[config.mk]
export PLATFORM = sky130hd
export DESIGN_NAME = uart_tx_par
export DESIGN_NICKNAME = d
export VERILOG_FILES = /design/src/rtl/uart_tx_par.sv
export SDC_FILE = /design/constraint.sdc
export NUM_CORES = 1
export LEC_CHECK = 0
export CELL_PAD_IN_SITES_DETAIL_PLACEMENT = 1
export CELL_PAD_IN_SITES_GLOBAL_PLACEMENT = 1
export CORE_MARGIN = 10
export CORE_UTILIZATION = 45
export DETAILED_ROUTE_END_ITERATION = 10
export PLACE_DENSITY_LB_ADDON = 0.1
export REMOVE_ABC_BUFFERS = 1
export SYNTH_ARGS = -nofsm -noshare
export SYNTH_HDL_FRONTEND = slang
export SYNTH_SLANG_ARGS = --single-unit
[constraint.sdc]
create_clock -name clk -period 4.2 [get_ports clk]
set_input_delay 1.05 -clock clk [delete_from_list [all_inputs] [get_ports clk]]
set_output_delay 1.05 -clock clk [all_outputs]
set_load 0.05 [all_outputs]
[src/rtl/uart_tx_par.sv]
// UART transmitter with selectable parity (none/odd/even/mark), LSB first, registered tx.
// Optional two-stop-bit support is enabled by defining UART_TX_PAR_STOP2_EN.
module uart_tx_par #(
  parameter int DATA_W       = 8,
  parameter int CLKS_PER_BIT = 16
) (
  input  logic              clk,
  input  logic              rst,
  input  logic [DATA_W-1:0] data_in,
  input  logic [1:0]        parity_type,
  input  logic              in_valid,
`ifdef UART_TX_PAR_STOP2_EN
  input  logic              stop2,
`endif
  output logic              in_ready,
  output logic              tx,
  output logic              parity_out,
  output logic              busy
);

  localparam int CNT_W = $clog2(CLKS_PER_BIT);
  localparam int IDX_W = $clog2(DATA_W);
  localparam logic [CNT_W-1:0] CNT_MAX  = CNT_W'(CLKS_PER_BIT - 1);
  localparam logic [IDX_W-1:0] IDX_LAST = IDX_W'(DATA_W - 1);

  typedef enum logic [2:0] {S_IDLE, S_START, S_DATA, S_PARITY, S_STOP} state_t;

  state_t             state_q, state_d;
  logic [CNT_W-1:0]   cnt_q, cnt_d;
  logic [IDX_W-1:0]   idx_q, idx_d;
  logic [DATA_W-1:0]  data_q, data_d;
  logic               par_q, par_d;
  logic               haspar_q, haspar_d;
  logic               tx_q, tx_d;
  logic               live_q;
  logic               bit_end, stop_last, accept, par_calc;
`ifdef UART_TX_PAR_STOP2_EN
  logic               stop2_q, stop2_d;
  logic               sb_q, sb_d;
`endif

  assign bit_end = (cnt_q == CNT_MAX);
`ifdef UART_TX_PAR_STOP2_EN
  assign stop_last = bit_end && (sb_q == stop2_q);
`else
  assign stop_last = bit_end;
`endif

  // live_q keeps in_ready low until the first edge after reset release
  assign in_ready   = live_q && ((state_q == S_IDLE) || ((state_q == S_STOP) && stop_last));
  assign accept     = in_valid && in_ready;
  assign busy       = (state_q != S_IDLE);
  assign tx         = tx_q;
  assign parity_out = par_q;

  always_comb begin
    par_calc = 1'b0;
    case (parity_type)
      2'b01:   par_calc = ~^data_in;
      2'b10:   par_calc = ^data_in;
      2'b11:   par_calc = 1'b1;
      default: par_calc = 1'b0;
    endcase
  end

  always_comb begin
    state_d  = state_q;
    cnt_d    = (state_q == S_IDLE || bit_end) ? '0 : cnt_q + 1'b1;
    idx_d    = idx_q;
    data_d   = data_q;
    par_d    = par_q;
    haspar_d = haspar_q;
    tx_d     = tx_q;
`ifdef UART_TX_PAR_STOP2_EN
    stop2_d  = stop2_q;
    sb_d     = sb_q;
`endif
    if (accept) begin
      data_d   = data_in;
      par_d    = par_calc;
      haspar_d = (parity_type != 2'b00);
`ifdef UART_TX_PAR_STOP2_EN
      stop2_d  = stop2;
`endif
    end
    case (state_q)
      S_IDLE: begin
        if (accept) begin
          state_d = S_START;
          tx_d    = 1'b0;
        end
      end
      S_START: begin
        if (bit_end) begin
          state_d = S_DATA;
          idx_d   = '0;
          tx_d    = data_q[0];
        end
      end
      S_DATA: begin
        // data_q shifts right so the current bit is always at [0]
        if (bit_end) begin
          if (idx_q == IDX_LAST) begin
            state_d = haspar_q ? S_PARITY : S_STOP;
            tx_d    = haspar_q ? par_q : 1'b1;
          end else begin
            idx_d  = idx_q + 1'b1;
            data_d = data_q >> 1;
            tx_d   = data_q[1];
          end
        end
      end
      S_PARITY: begin
        if (bit_end) begin
          state_d = S_STOP;
          tx_d    = 1'b1;
        end
      end
      S_STOP: begin
`ifdef UART_TX_PAR_STOP2_EN
        if (bit_end && !stop_last) sb_d = 1'b1;
`endif
        if (stop_last) begin
`ifdef UART_TX_PAR_STOP2_EN
          sb_d = 1'b0;
`endif
          if (accept) begin
            state_d = S_START;
            tx_d    = 1'b0;
          end else begin
            state_d = S_IDLE;
            tx_d    = 1'b1;
          end
        end
      end
      default: begin
        state_d = S_IDLE;
        tx_d    = 1'b1;
      end
    endcase
  end

  always_ff @(posedge clk or negedge rst) begin
    if (!rst) begin
      state_q  <= S_IDLE;
      cnt_q    <= '0;
      idx_q    <= '0;
      data_q   <= '0;
      par_q    <= 1'b0;
      haspar_q <= 1'b0;
      tx_q     <= 1'b1;
      live_q   <= 1'b0;
`ifdef UART_TX_PAR_STOP2_EN
      stop2_q  <= 1'b0;
      sb_q     <= 1'b0;
`endif
    end else begin
      state_q  <= state_d;
      cnt_q    <= cnt_d;
      idx_q    <= idx_d;
      data_q   <= data_d;
      par_q    <= par_d;
      haspar_q <= haspar_d;
      tx_q     <= tx_d;
      live_q   <= 1'b1;
`ifdef UART_TX_PAR_STOP2_EN
      stop2_q  <= stop2_d;
      sb_q     <= sb_d;
`endif
    end
  end

endmodule

==> summary.txt, run 1 <==
Pleak = 0.000560 uW
Starting Density = 0.479
Primary FF master, synth = dfrtp_1
CTS tree = yes
clock buffer depth = 2
WL/cell = 17.3 um
nets = 146
data required time of the critical path = 3.15 ns
Seq/Total Area, Yosys = 0.457
clock slew at reported path FFs = 0.13 ns
CP Capture Type = primary output
Die X = 71.8 um
async set or reset register ratio after synthesis = 1.00
peak supply drop = 0.224 mV
startpoint types = register
core area = 2520 um^2
CTS Buf Count = 3
max-slew violation count = 0
Design Area, Final = 1410 um^2
Final Setup Violations = 0
crit path kind = register to primary output
synth unique cells = 36
Max Cap Viol = 0
FILL cells = 283
Worst-Margin Slew = 1.01 ns
Slew HR = 0.322
Hold Path Class = register to register
final setup TNS = 0 ns
synth warn = 0
slowest stage cell, crit path = clkdlybuf4s50_1
total gr overflow = 0
root buffer cell = clkbuf_4
final wirelength = 2740 um
DIE AREA = 5160 um^2
Sink Count = 22
worst-path maximum fanout = 10
Arrival @ worst endpoint = 2.43 ns
Ant. Diodes = 0
initial antenna violation count = 0
Routed Antenna Nets = 0
Hold Fails Final Rpt = 0
cell count after synthesis = 114
FP Rows = 18
DRC Markers = 0
Cell Area, Placed = 1360 um^2
minimum clock period = 3.48 ns
vias per cell = 5.58
Avg Cell Area, Syn = 10.6 um^2
FF+latch count, synth = 22
I/O pins = 17
gr usage total = 0.115
clk_skew = 0.00729 ns
Peak Freq = 287 MHz
starting DRC count in detailed routing = 29
hpwl dp = 2130 um
H-tree depth = 1
buffers added on ports = 16
ratio of final minimum period to clock period = 0.829
vias in the first global route = 966
Resized Gates After CTS = 0
worst skew pair latency = 0.32 ns
RSZ-0062 raised after global routing = false
Placer Congestion = 0.823
post-CTS setup buffer count = 0
Max stage delay on crit path = 0.80 ns
first-pass GRT wire length = 4850 um
Die H = 71.8 um
number of synthesized flops with an enable pin = 0
Synth-to-Final Area Change = 16.9%
PD cells = 291 nW/um^2
pin count of the biggest net entering global routing = 23
via count = 887
netlist area before placement = 1210 um^2
hold buffers post-CTS = 0
First-pass DRT Iterations = 4
critical-path cell list = or3_1 > nand2_1 > and3_1 > clkdlybuf4s50_1
outcome = completed
share of cells above drive strength 1 = 0.132
==> synthesized netlist by cell type, types with 2 or more instances <==
cell type,number,share of area
ha_1,3,0.031
mux2i_1,9,0.075
mux2_2,2,0.019
a2bb2oi_1,2,0.015
o32ai_1,2,0.015
o21ai_0,12,0.050
a22o_2,2,0.017
a21oi_1,2,0.0083
and3_2,2,0.012
nor2b_1,2,0.010
dfrtp_1,21,0.44
xnor2_1,7,0.051
nor2_1,11,0.034
xor2_1,2,0.015
nand2_1,12,0.037
buf_6,3,0.028
==> path summary, 6_finish.rpt <==
kind / startpoint / endpoint / slack [ns] / cells past startpoint
max: state_q[0] / in_ready / 0.72 / 4
min: data_q[2] / data_q[1] / 0.50 / 2
max reg2reg: cnt_q[0] / data_q[3] / 2.28 / 5
min reg2reg: data_q[2] / data_q[1] / 0.50 / 2
max in group asynchronous: rst / state_q[2] / 2.31 / 1
min in group asynchronous: rst / parity_out / 1.27 / 1
==> metrics by stage <==
step	cells	worst slack [ns]	util	hold WS (ns)	power, uW
detailed placement	155	1.08	0.539	0.485	252
floorplan	109	1.38	-	0.431	232
CTS	159	0.704	0.560	0.508	416
finish	159	0.717	0.560	0.505	411
global route	159	0.610	0.560	0.522	429
global placement	155	1.14	0.539	0.454	252
==> power by group <==
part | internal [uW] | leakage, uW | switching, uW
Combinational | 19.8 | 0.000271 | 14.9
Sequential | 212 | 0.000261 | 0.516
Clock | 96.6 | 0.0000279 | 66.6
Total | 329 | 0.000560 | 82.0
==> cell families after synthesis <==
logic type / after synthesis / synth area share
and+or+nand+nor: 40 / 0.189
xor gates and xnor gates: 9 / 0.0653
muxes: 11 / 0.0933
adders and majority gates: 3 / 0.0311
DFF: 22 / 0.457
AOI/OAI and AO/OA: 23 / 0.123
buffers and inverters: 5 / 0.0383
other: 1 / 0.00311
==> layout make-up <==
class | count | area (um^2) | area share
Clock inverter | 1 | 30.0 | 0.0213
Multi-Input combinational cell | 87 | 609 | 0.432
Timing Repair Buffer | 16 | 160 | 0.113
Sequential cell | 22 | 552 | 0.391
Tap cell | 30 | 37.5 | 0.0266
Clock buffer | 3 | 22.5 | 0.0160
==> registers in the layout, summed over array words and instances (netlist names) <==
signal and count:
state_q 3, idx_q 3, haspar_q 1, cnt_q 4
live_q 1, tx 1, parity_out 1, data_q 8
==> worst max-delay path: cells and delay by family (launching register included) <==
family        cells  cell delay, ns
flops             1            0.54
buf+inv           1            0.80
simple gates      3            0.78
==> metal layers <==
metal / GRT usage / part of all wire
met1: 0.150 / 0.47
met2: 0.180 / 0.46
met3: 0.0289 / 0.047
met4: 0.0387 / 0.015
met5: 0 / 0
==> layout by cell type, fill, tap and decap left out, types with 2 or more instances in the layout <==
cell type        instances
a21oi_1                  2
a22o_2                   2
a2bb2oi_1                2
and3_2                   2
clkbuf_4                 3
clkdlybuf4s50_1         16
dfrtp_1                 21
ha_1                     3
mux2_2                   2
mux2i_1                  9
nand2_1                 12
nor2_1                  11
nor2b_1                  2
o21ai_0                 12
o32ai_1                  2
xnor2_1                  7
xor2_1                   2
Note: power is estimated with default switching activity, not from simulation.
==> run 2, diff against run 1 <==
Settings changed: CORE_UTILIZATION 45 to 37.
Clock period 4.2 ns to 3.2 ns, I/O delays scaled along.
==> run 2 against run 1 <==
Net effect:
- cell count increased by 11%
- register-to-register slack got worse by 0.97 ns
- clock power decreased by 6%
- largest power group unchanged
- via count decreased by 1.1%
- core utilization decreased by 9.2 points
- non-clock buffer count increased by 3
- sequential power increased by 31%
- global-route usage decreased by 2.4 points
- combinational power increased by 32%
- first-iteration DRC count decreased by 48%
- die area increased by 15%
- hold slack got worse by 0.035 ns
==> summary.txt, run 2 (synthesized netlist as in run 1, its figures left out) <==
outcome = completed
worst reg2reg path endpoint = tx
hpwl dp = 2020 um
Max stage delay on crit path = 0.73 ns
clock slew at reported path FFs = 0.13 ns
final wirelength = 2620 um
slowest stage cell, crit path = clkdlybuf4s50_1
core area = 3080 um^2
Starting Density = 0.392
post-route worst setup slack = 0.413 ns
root buffer cell = clkbuf_4
vias in the first global route = 1012
DRC Markers = 0
gr usage total = 0.0913
Arrival @ worst endpoint = 1.99 ns
Routed Antenna Nets = 0
vias per cell = 4.98
total gr overflow = 0
RSZ-0062 raised after global routing = false
most frequent cells in the layout = 21 x dfrtp_1, 15 x clkdlybuf4s50_1, 12 x nand2_1, 12 x o21ai_0, 11 x nor2_1
data required time of the critical path = 2.40 ns
clk_skew = 0.00877 ns
minimum clock period = 2.79 ns
Max Cap Viol = 0
H-tree depth = 1
Die H = 77.1 um
Reg with most FFs = data_q
leading cell type in the layout, fill and taps excluded = dfrtp_1
Die X = 77.1 um
Pwr Total = 479 uW
r2r worst-path depth = 7
ratio of final minimum period to clock period = 0.871
Final Setup Violations = 0
CP Capture Type = primary output
max-slew violation count = 0
Worst R2R Start = idx_q[0]
initial antenna violation count = 0
CTS tree = yes
Pleak = 0.000588 uW
nets = 149
critical-path cell list = or3_1 > clkdlybuf4s50_1
First-pass DRT Iterations = 4
WHS Endpoint = cnt_q[0]
Peak Freq = 359 MHz
hold_sp = cnt_q[0]
Layout Utilization = 0.467
DIE AREA = 5950 um^2
post-CTS setup buffer count = 0
share of cells above drive strength 1 = 0.152
clock buffer depth = 2
WL/cell = 14.9 um
pin count of the biggest net entering global routing = 23
I/O pins = 17
Placer Congestion = 0.760
crit path kind = register to primary output
Hold Fails Final Rpt = 0
Largest register FFs = 8
Synth-to-Final Area Change = 19.1%
FF-to-FF setup slack = 1.31 ns
starting DRC count in detailed routing = 15
worst-path maximum fanout = 9
peak supply drop = 0.141 mV
startpoint types = register
Ant. Diodes = 0
via count = 877
hold path depth = 1
Top Registers = data_q: 8 flops, cnt_q: 4 flops
Hold Path Class = register to register
Slew HR = 0.601
Sink Count = 22
buffers added on ports = 16
FP Rows = 20
CTS Buf Count = 3
final setup TNS = 0 ns
Worst-Margin Slew = 0.596 ns
worst skew pair latency = 0.31 ns
PD cells = 333 nW/um^2
first-pass GRT wire length = 4560 um
pre-CTS setup slack = 0.390 ns
[run 2: cell types whose count changed in the layout (fill, tap and decap cells not counted), sizes merged]
cell / before / now
buf: 0 / 3
clkbuf: 3 / 4
clkdlybuf4s50: 16 / 15
dlymetal6s2s: 0 / 1
bufinv: 1 / 0
[run 2: timing repair]
| item | CTS | global route |
|---|---|---|
| hold buffers | 0 | 0 |
| endpoints found under the setup margin | 0 | 1 |
| resized for setup | 0 | 1 |
[run 2: how the worst max path moves through the flow]
stage               start        to  slack (ns)  cells after the start
2_1_floorplan  state_q[0]  in_ready        0.63                      3
3_3_place_gp   state_q[1]  in_ready        0.45                      4
3_5_place_dp   state_q[1]  in_ready        0.39                      4
4_1_cts        state_q[1]  in_ready        0.03                      4
5_1_grt        state_q[1]  in_ready        0.34                      4
6_report       state_q[1]      busy        0.41                      2
[run 2: report_power, final]
group / internal, uW / switching (uW)
combinational: 26.8 / 18.8
sequential: 279 / 0.681
clock: 69.4 / 85.0
[run 2: metal layers]
layer	track usage	vias up	wire length, um
li1	-	433	-
met1	0.0979	429	1150
met2	0.169	13	1360
met3	0.0210	2	87
met4	0.0328	0	20
met5	0	-	0
[run 2: worst max-delay path: cells and delay by family, from the launching register on]
family,cells,cell delay (ns)
flip-flops,1,0.51
AND/OR/NAND/NOR,1,0.44
buffers and inverters,1,0.73
[run 2: metrics by stage]
step | hold slack, ns | cells | instance area (um^2)
5_1_grt | 0.512 | 176 | 1440
6_report | 0.470 | 176 | 1440
3_3_place_gp | 0.447 | 172 | 1400
2_1_floorplan | 0.431 | 109 | 1160
3_5_place_dp | 0.457 | 172 | 1400
4_1_cts | 0.474 | 176 | 1440
[run 2: layout make-up]
type | count | area (um^2)
Clock buffer | 4 | 36.3
Fill cell | 363 | 1640
Sequential cell | 22 | 552
Tap cell | 44 | 55.1
Multi-Input combinational cell | 87 | 609
Timing Repair Buffer | 19 | 185
